===== src/rtl/boot_loader_if.sv =====
// boot_loader_if: byte stream, instruction-memory write port and core start/status signals of the boot loader
interface boot_loader_if;
   logic        in_valid;
   logic [7:0]  in_data;
   logic        in_ready;
   logic        mem_we;
   logic [31:0] mem_addr;
   logic [31:0] mem_wdata;
   logic        INT;
   logic [31:0] entryPoint;
   logic        busy;
   logic        done;
   logic        err;
   modport master (
      output in_valid, in_data,
      input  in_ready, mem_we, mem_addr, mem_wdata, INT, entryPoint, busy, done, err
   );
   modport slave (
      input  in_valid, in_data,
      output in_ready, mem_we, mem_addr, mem_wdata, INT, entryPoint, busy, done, err
   );
endinterface


===== src/rtl/boot_loader.sv =====
// boot_loader: loads a counted little-endian word image into instruction memory, then pulses INT at entryPoint.
// Optional trailing XOR checksum byte when BOOT_LOADER_CHECKSUM_EN is defined.
module boot_loader #(
   parameter logic [31:0] ENTRY     = 32'h28,
   parameter int          MAX_WORDS = 64
) (
   input  logic        clk,
   input  logic        resetn,
   boot_loader_if.slave bus
);
   localparam int WW = $clog2(MAX_WORDS + 1);
`ifdef BOOT_LOADER_CHECKSUM_EN
   typedef enum logic [2:0] {HDR, LOAD, CHK, START, RUN, ERR} state_t;
   localparam state_t PAY_END = CHK;
   logic [7:0] csum;
`else
   typedef enum logic [2:0] {HDR, LOAD, START, RUN, ERR} state_t;
   localparam state_t PAY_END = START;
`endif
   state_t      state, nextState;
   logic [1:0]  byteIdx;
   logic [WW-1:0] wordIdx, cnt;
   logic [23:0] partial;
   logic [31:0] nextWord;
   logic        fire, lastByte;
   assign fire       = bus.in_valid && bus.in_ready;
   assign lastByte   = fire && byteIdx == 2'd3;
   assign nextWord   = {bus.in_data, partial};
`ifdef BOOT_LOADER_CHECKSUM_EN
   assign bus.in_ready = state == HDR || state == LOAD || state == CHK;
`else
   assign bus.in_ready = state == HDR || state == LOAD;
`endif
   assign bus.busy       = bus.in_ready;
   assign bus.entryPoint = ENTRY;
   always_ff @(posedge clk or negedge resetn)
      if (!resetn) state <= HDR;
      else         state <= nextState;
   always_comb begin
      nextState = state;
      case (state)
         HDR:   if (lastByte) nextState = nextWord == '0 ? PAY_END : nextWord > 32'(MAX_WORDS) ? ERR : LOAD;
         LOAD:  if (lastByte && wordIdx + WW'(1) == cnt) nextState = PAY_END;
`ifdef BOOT_LOADER_CHECKSUM_EN
         CHK:   if (fire) nextState = bus.in_data == csum ? START : ERR;
`endif
         START: nextState = RUN;
         default: nextState = state;
      endcase
   end
   always_ff @(posedge clk or negedge resetn) begin
      if (!resetn) begin
         bus.mem_we    <= 1'b0;
         bus.mem_addr  <= ENTRY;
         bus.mem_wdata <= '0;
         bus.INT       <= 1'b0;
         bus.done      <= 1'b0;
         bus.err       <= 1'b0;
         byteIdx       <= '0;
         wordIdx       <= '0;
         cnt           <= '0;
         partial       <= '0;
`ifdef BOOT_LOADER_CHECKSUM_EN
         csum          <= '0;
`endif
      end else begin
         bus.mem_we <= state == LOAD && lastByte;
         bus.INT    <= state == START;
         bus.done   <= state == RUN;
         bus.err    <= state == ERR;
         if (fire && (state == HDR || state == LOAD)) begin
            partial <= nextWord[31:8];
            byteIdx <= byteIdx + 2'd1;
         end
         if (state == HDR && lastByte) cnt <= nextWord[WW-1:0];
         // write address is taken from the index of the word just completed
         if (state == LOAD && lastByte) begin
            bus.mem_addr  <= ENTRY + 32'({wordIdx, 2'b00});
            bus.mem_wdata <= nextWord;
            wordIdx       <= wordIdx + WW'(1);
         end
`ifdef BOOT_LOADER_CHECKSUM_EN
         if (state == LOAD && fire) csum <= csum ^ bus.in_data;
`endif
      end
   end
endmodule


===== src/flat_wrapper.sv =====
// flat-port wrapper written by rule: the top's interface ports become plain ports
module boot_loader_flat 
#(
   parameter logic [31:0] ENTRY     = 32'h28,
   parameter int          MAX_WORDS = 64
)
  (clk, resetn, bus_in_valid, bus_in_data, bus_in_ready, bus_mem_we, bus_mem_addr, bus_mem_wdata, bus_INT, bus_entryPoint, bus_busy, bus_done, bus_err);
  boot_loader_if bus_i ();
  input  logic clk;
  input  logic resetn;
  input wire logic [$bits(bus_i.in_valid)-1:0] bus_in_valid;
  input wire logic [$bits(bus_i.in_data)-1:0] bus_in_data;
  output wire logic [$bits(bus_i.in_ready)-1:0] bus_in_ready;
  output wire logic [$bits(bus_i.mem_we)-1:0] bus_mem_we;
  output wire logic [$bits(bus_i.mem_addr)-1:0] bus_mem_addr;
  output wire logic [$bits(bus_i.mem_wdata)-1:0] bus_mem_wdata;
  output wire logic [$bits(bus_i.INT)-1:0] bus_INT;
  output wire logic [$bits(bus_i.entryPoint)-1:0] bus_entryPoint;
  output wire logic [$bits(bus_i.busy)-1:0] bus_busy;
  output wire logic [$bits(bus_i.done)-1:0] bus_done;
  output wire logic [$bits(bus_i.err)-1:0] bus_err;
  assign bus_i.in_valid = bus_in_valid;
  assign bus_i.in_data = bus_in_data;
  assign bus_in_ready = bus_i.in_ready;
  assign bus_mem_we = bus_i.mem_we;
  assign bus_mem_addr = bus_i.mem_addr;
  assign bus_mem_wdata = bus_i.mem_wdata;
  assign bus_INT = bus_i.INT;
  assign bus_entryPoint = bus_i.entryPoint;
  assign bus_busy = bus_i.busy;
  assign bus_done = bus_i.done;
  assign bus_err = bus_i.err;
  boot_loader #(.ENTRY(ENTRY), .MAX_WORDS(MAX_WORDS)) u_core (.clk(clk), .resetn(resetn), .bus(bus_i));
endmodule

===== config.mk =====
export PLATFORM = sky130hd
export DESIGN_NAME = boot_loader_flat
export DESIGN_NICKNAME = d
export VERILOG_FILES = /design/src/rtl/boot_loader_if.sv /design/src/rtl/boot_loader.sv /design/src/flat_wrapper.sv
export SDC_FILE = /design/constraint.sdc
export NUM_CORES = 1
export LEC_CHECK = 0
export CAP_MARGIN = 15
export CORE_MARGIN = 2
export CORE_UTILIZATION = 52
export CTS_BUF_LIST = sky130_fd_sc_hd__clkbuf_4 sky130_fd_sc_hd__clkbuf_8 sky130_fd_sc_hd__clkbuf_16
export CTS_CLUSTER_DIAMETER = 150
export DETAILED_ROUTE_END_ITERATION = 8
export GPL_ROUTABILITY_DRIVEN = 0
export HOLD_SLACK_MARGIN = 0.15
export PLACE_DENSITY = 0.86
export SLEW_MARGIN = 0
export SYNTH_ARGS = -nofsm -noshare
export SYNTH_HDL_FRONTEND = slang
export SYNTH_SLANG_ARGS = --single-unit

===== constraint.sdc =====
create_clock -name clk -period 4.1 [get_ports clk]
set_input_delay 1.025 -clock clk [delete_from_list [all_inputs] [get_ports clk]]
set_output_delay 1.025 -clock clk [all_outputs]
set_load 0.005 [all_outputs]

# After elaboration in Yosys (flattened, before gate mapping)
# Cells that the tools add are included.
# op_classes
addsub,3
mul,0
div_mod_pow,0
n_lt_le_gt_ge,1
n_eq_ne,8
n_shift,0
n_mux,5
n_bitwise,0
reduce_logical,11
# op_table
operator,count
greater-than comparator 32 x 7 -> 1 bit (second input constant),1
logical NOT 32 bit,1
2-to-1 mux 3 bit,4
adder 6 x 9 -> 10 bit (first input constant),1
one-hot mux 3 bit (3 select lines),1
adder 7 x 1 -> 7 bit (second input constant),1
== test 7 bit,1
== test 3 x 2 -> 1 bit (second input constant),2
logical AND 1 bit,6
!= test 2 x 1 -> 1 bit (second input constant),2
== test 3 x 1 -> 1 bit (second input constant),1
== test 3 bit (second input constant),1
logical NOT 3 bit,1
AND reduction 3 bit,1
nonzero test 3 bit,1
adder 2 x 1 -> 2 bit (second input constant),1
== test 2 bit (second input constant),1
logical OR 1 bit,1
# totals
ff_bits,111
latch_bits,0
ram_bits,0
rom_bits,0
in_bits,11
output_inout_bits,102
wordCells,39
n_memories,0

# Longest topological paths before layout
# logic_depth
depth_word,7
ltp_mapped,7

# Worst setup path after synthesis
# OpenSTA, ideal clock, no wires.
# synth_path
kind,input to register
start,input bus_in_valid
end,register u_core.cnt[5]
setup_ps,125
arrival_time_ps,1964
t_required_ps,3975
path_slack_ps,2011
stages,5
n_path_buf,1
cell_sequence,nor3b_2 buf_4 nand2_1 nor2_4 mux2_2
# synth_via
elab_chain_len,3
# synth_rtl
item,line_no,rtl
from (decl),flat_wrapper.sv:11,input wire logic [$bits(bus_i.in_valid)-1:0] bus_in_valid;
logical AND 1 bit,boot_loader.sv:26,assign fire = bus.in_valid && bus.in_ready;
logical AND 1 bit,boot_loader.sv:27,assign lastByte = fire && byteIdx == 2'd3;
logical AND 1 bit,boot_loader.sv:75,if (state == HDR && lastByte) cnt <= nextWord[WW-1:0];
to (signal assigned),boot_loader.sv:75,
to (decl),boot_loader.sv:22,"logic [WW-1:0] wordIdx, cnt;"
# No other way between the ends.
# A chain may end at the register's enable or synchronous reset.

# Worst setup path in the final report
# layout_path
start,input bus_in_valid
end,register u_core.wordIdx[2]
# layout_via
elab_chain_len,3
# layout_rtl
item,line_no,rtl
logical AND 1 bit,boot_loader.sv:26,
logical AND 1 bit,boot_loader.sv:27,
logical AND 1 bit,boot_loader.sv:77,if (state == LOAD && lastByte) begin
to (signal assigned),boot_loader.sv:80,wordIdx <= wordIdx + WW'(1);
to (decl),boot_loader.sv:22,
# No other way between the ends.

==> flow_metrics.tcl <==
set metrics [dict create \
    fmax_mhz 374 \
    drt_iter0_markers 131 \
    slew_headroom 0.305 \
    gr-total-overflow 0 \
    cp-end-kind "register" \
    dpl.hpwl_mm 5.07 \
    synth.avg_cell_area_sq_um 10.4 \
    cts_resized 0 \
    die_x_um 92.7 \
    cts.sinks 87 \
    period_share 0.652 \
    clockRootBuffer "clkbuf_8" \
    mostFrequentLayoutCells "123 x nand2_1, 85 x dfrtp_1, 56 x conb_1, 55 x clkdlybuf4s50_1, 27 x mux2_2" \
    remaining_drc_errors 0 \
    drive_gt1_frac 0.120 \
    rr_endpoint "u_core.wordIdx[2]" \
    grt_antenna_before_repair 0 \
    synth.cell_area_sq_um 4090 \
    final_common_cell "nand2_1" \
    rsz0062_at_grt "false" \
    routedWlPerCell_um 13.2 \
    clkTransAtPathRegs_ps 80 \
    via_per_inst 4.79 \
    finalSetupTns_ps 0 \
    vdd_drop_max_mv 0.435 \
    min_to "u_core.bus.mem_addr[7]" \
    crit_type "input port to register" \
    syn_to_final_growth_pct 14.0 \
    clk_path_buf_depth 2 \
    antenna_cells 0 \
    rows 32 \
    io_pins 113 \
    start_kind "input port" \
    core_area_sq_um 7690 \
    grt.total_usage 0.185 \
    hold_class "register to register" \
    antenna_left 0 \
    cts_buffers 9 \
    min-delay-start "u_core.bus.mem_addr[7]" \
    firstDrtPassIters 4 \
    skew_ps 7.48 \
    arrival_ps 2920 \
    ys_seq_area_frac 0.533 \
    rr_worst_depth 5 \
    cap_violations 0 \
    synthesis.instances 394 \
    setup_slack_ps 1430 \
    fin_crit_ps 2670 \
    r2r_start "u_core.state[1]" \
    setup_viol 0 \
    reg2reg_slack_ps 2100 \
    final_nets 459 \
    wl_mm 7.30 \
    worstMarginPinSlew_ps 1040 \
    cts_tree "done" \
    post_cts_buffers 0 \
    worstHoldPathCells 2 \
    grt_pass1_wl_mm 12.3 \
    grt_pass1_vias 2530 \
    routed-via-count 2646 \
    critical_path_required_ps 4350 \
    outcome "finished, final reports clean" \
    p_per_area_nw_per_um2 700 \
    synthesis.yosys.warnings 0 \
    drv_slew 0 \
    clk_latency_ps 360 \
    cts_max_level 3 \
    leakagePower_nw 2.24 \
    io_buffers 56 \
    hold_buffers 0 \
    cp_max_fo 37 \
    initial_core_util 0.532 \
    hold_violations 0 \
    grt_max_degree 88 \
    die_h_um 92.7 \
    place_ws_ps 1050 \
    die_area_sq_um 8600 \
    synth_seq_cells 87 \
    synthDistinctLibCells 38 \
]
==> critical path: stages <==
cell and delay (ps):
clkdlybuf4s50_1 500, nor3b_4 260, nand3_4 290, inv_2 540, nand2_1 150, xnor2_1 150
==> flip-flops by register name, summed over array words and instances (netlist names) <==
register              count
u_core.wordIdx            7
u_core.bus.mem_addr       8
u_core.partial           24
u_core.bus.INT            1
u_core.byteIdx            2
u_core.bus.mem_wdata     32
u_core.bus.done           1
u_core.cnt                7
u_core.bus.err            1
u_core.bus.mem_we         1
u_core.state              3
==> final cells by class <==
class	instances	area [sq um]
multi-input combinational	287	1600
clock buffer	11	145
timing repair buffer	58	573
inverter	2	7.51
tap	102	128
clock inverter	5	33.8
fill	645	3020
sequential	87	2180
==> layer usage <==
| metal | GRT usage | routed length [um] | share of wire | vias to the layer above |
|---|---|---|---|---|
| met2 | 0.300 | 3700 | 0.51 | 76 |
| met4 | 0.0735 | 137 | 0.019 | 0 |
| li1 | - | - | - | 1263 |
| met5 | 0 | 0 | 0 | - |
| met3 | 0.0423 | 374 | 0.051 | 11 |
| met1 | 0.243 | 3080 | 0.42 | 1296 |
==> worst max path at each step <==
stage                  from                end  cells past startpoint
5_1_grt        bus_in_valid  u_core.wordIdx[2]                      6
4_1_cts        bus_in_valid  u_core.wordIdx[2]                      6
3_3_place_gp   bus_in_valid  u_core.wordIdx[2]                      6
6_report       bus_in_valid  u_core.wordIdx[2]                      6
3_5_place_dp   bus_in_valid  u_core.wordIdx[2]                      6
2_1_floorplan  bus_in_valid      u_core.cnt[5]                      5
==> cell usage after synthesis (all sizes together) <==
cell type    n  area (sq um)
or3          1          6.26
a211o        1          8.76
dfrtp       85          2130
nor3         2          10.0
inv          2          7.50
ha           3          37.5
o311ai       1          8.76
conb         2          7.51
a31oi        2          12.5
xor2        10           103
nand3        4          32.5
nand4        2          12.5
xnor3        1          22.5
xnor2        8          70.1
nor2        13          56.3
a21oi        2          10.0
o31ai        1          7.51
nand2      123           462
nor3b        3          27.5
buf         68           500
dfstp        2          52.6
a211oi       1          7.51
o2bb2ai      1          8.76
o21ai        8          40.0
a2bb2oi      1          8.76
nand2b       2          12.5
mux2        32           360
a21o         1          7.51
nor4         8          50.1
clkbuf       4          15.0
==> logic make-up (layout without fill, tap and decap cells) <==
group                    count (synthesis)  after routing  synth area share
XOR/XNOR                                19             19            0.0477
AO/OA/AOI/OAI                           19             19            0.0294
buffers and inverters                   74             76             0.128
adder cells (fa/ha/maj)                  3              3           0.00917
multiplexers                            32             32            0.0880
flip-flops                              87             87             0.533
AND/OR/NAND/NOR                        158            158             0.164
other                                    2             56           0.00183
==> through the flow <==
stage	instances	area, sq um	hold slack, ps	power, mW	util
after CTS	552	4670	485	3.31	0.607
after global routing	552	4670	507	3.51	0.607
after global placement	536	4490	462	2.70	0.584
after floorplan	448	4300	448	2.21	-
after detailed placement	536	4490	461	2.75	0.584
final	552	4670	479	3.27	0.607
==> power by group <==
group          switching [mW]  internal [mW]
clock                   0.292          0.242
combinational           0.507          0.684
sequential              0.319           1.22
total                    1.12           2.15
(Power assumes the default switching activity.)
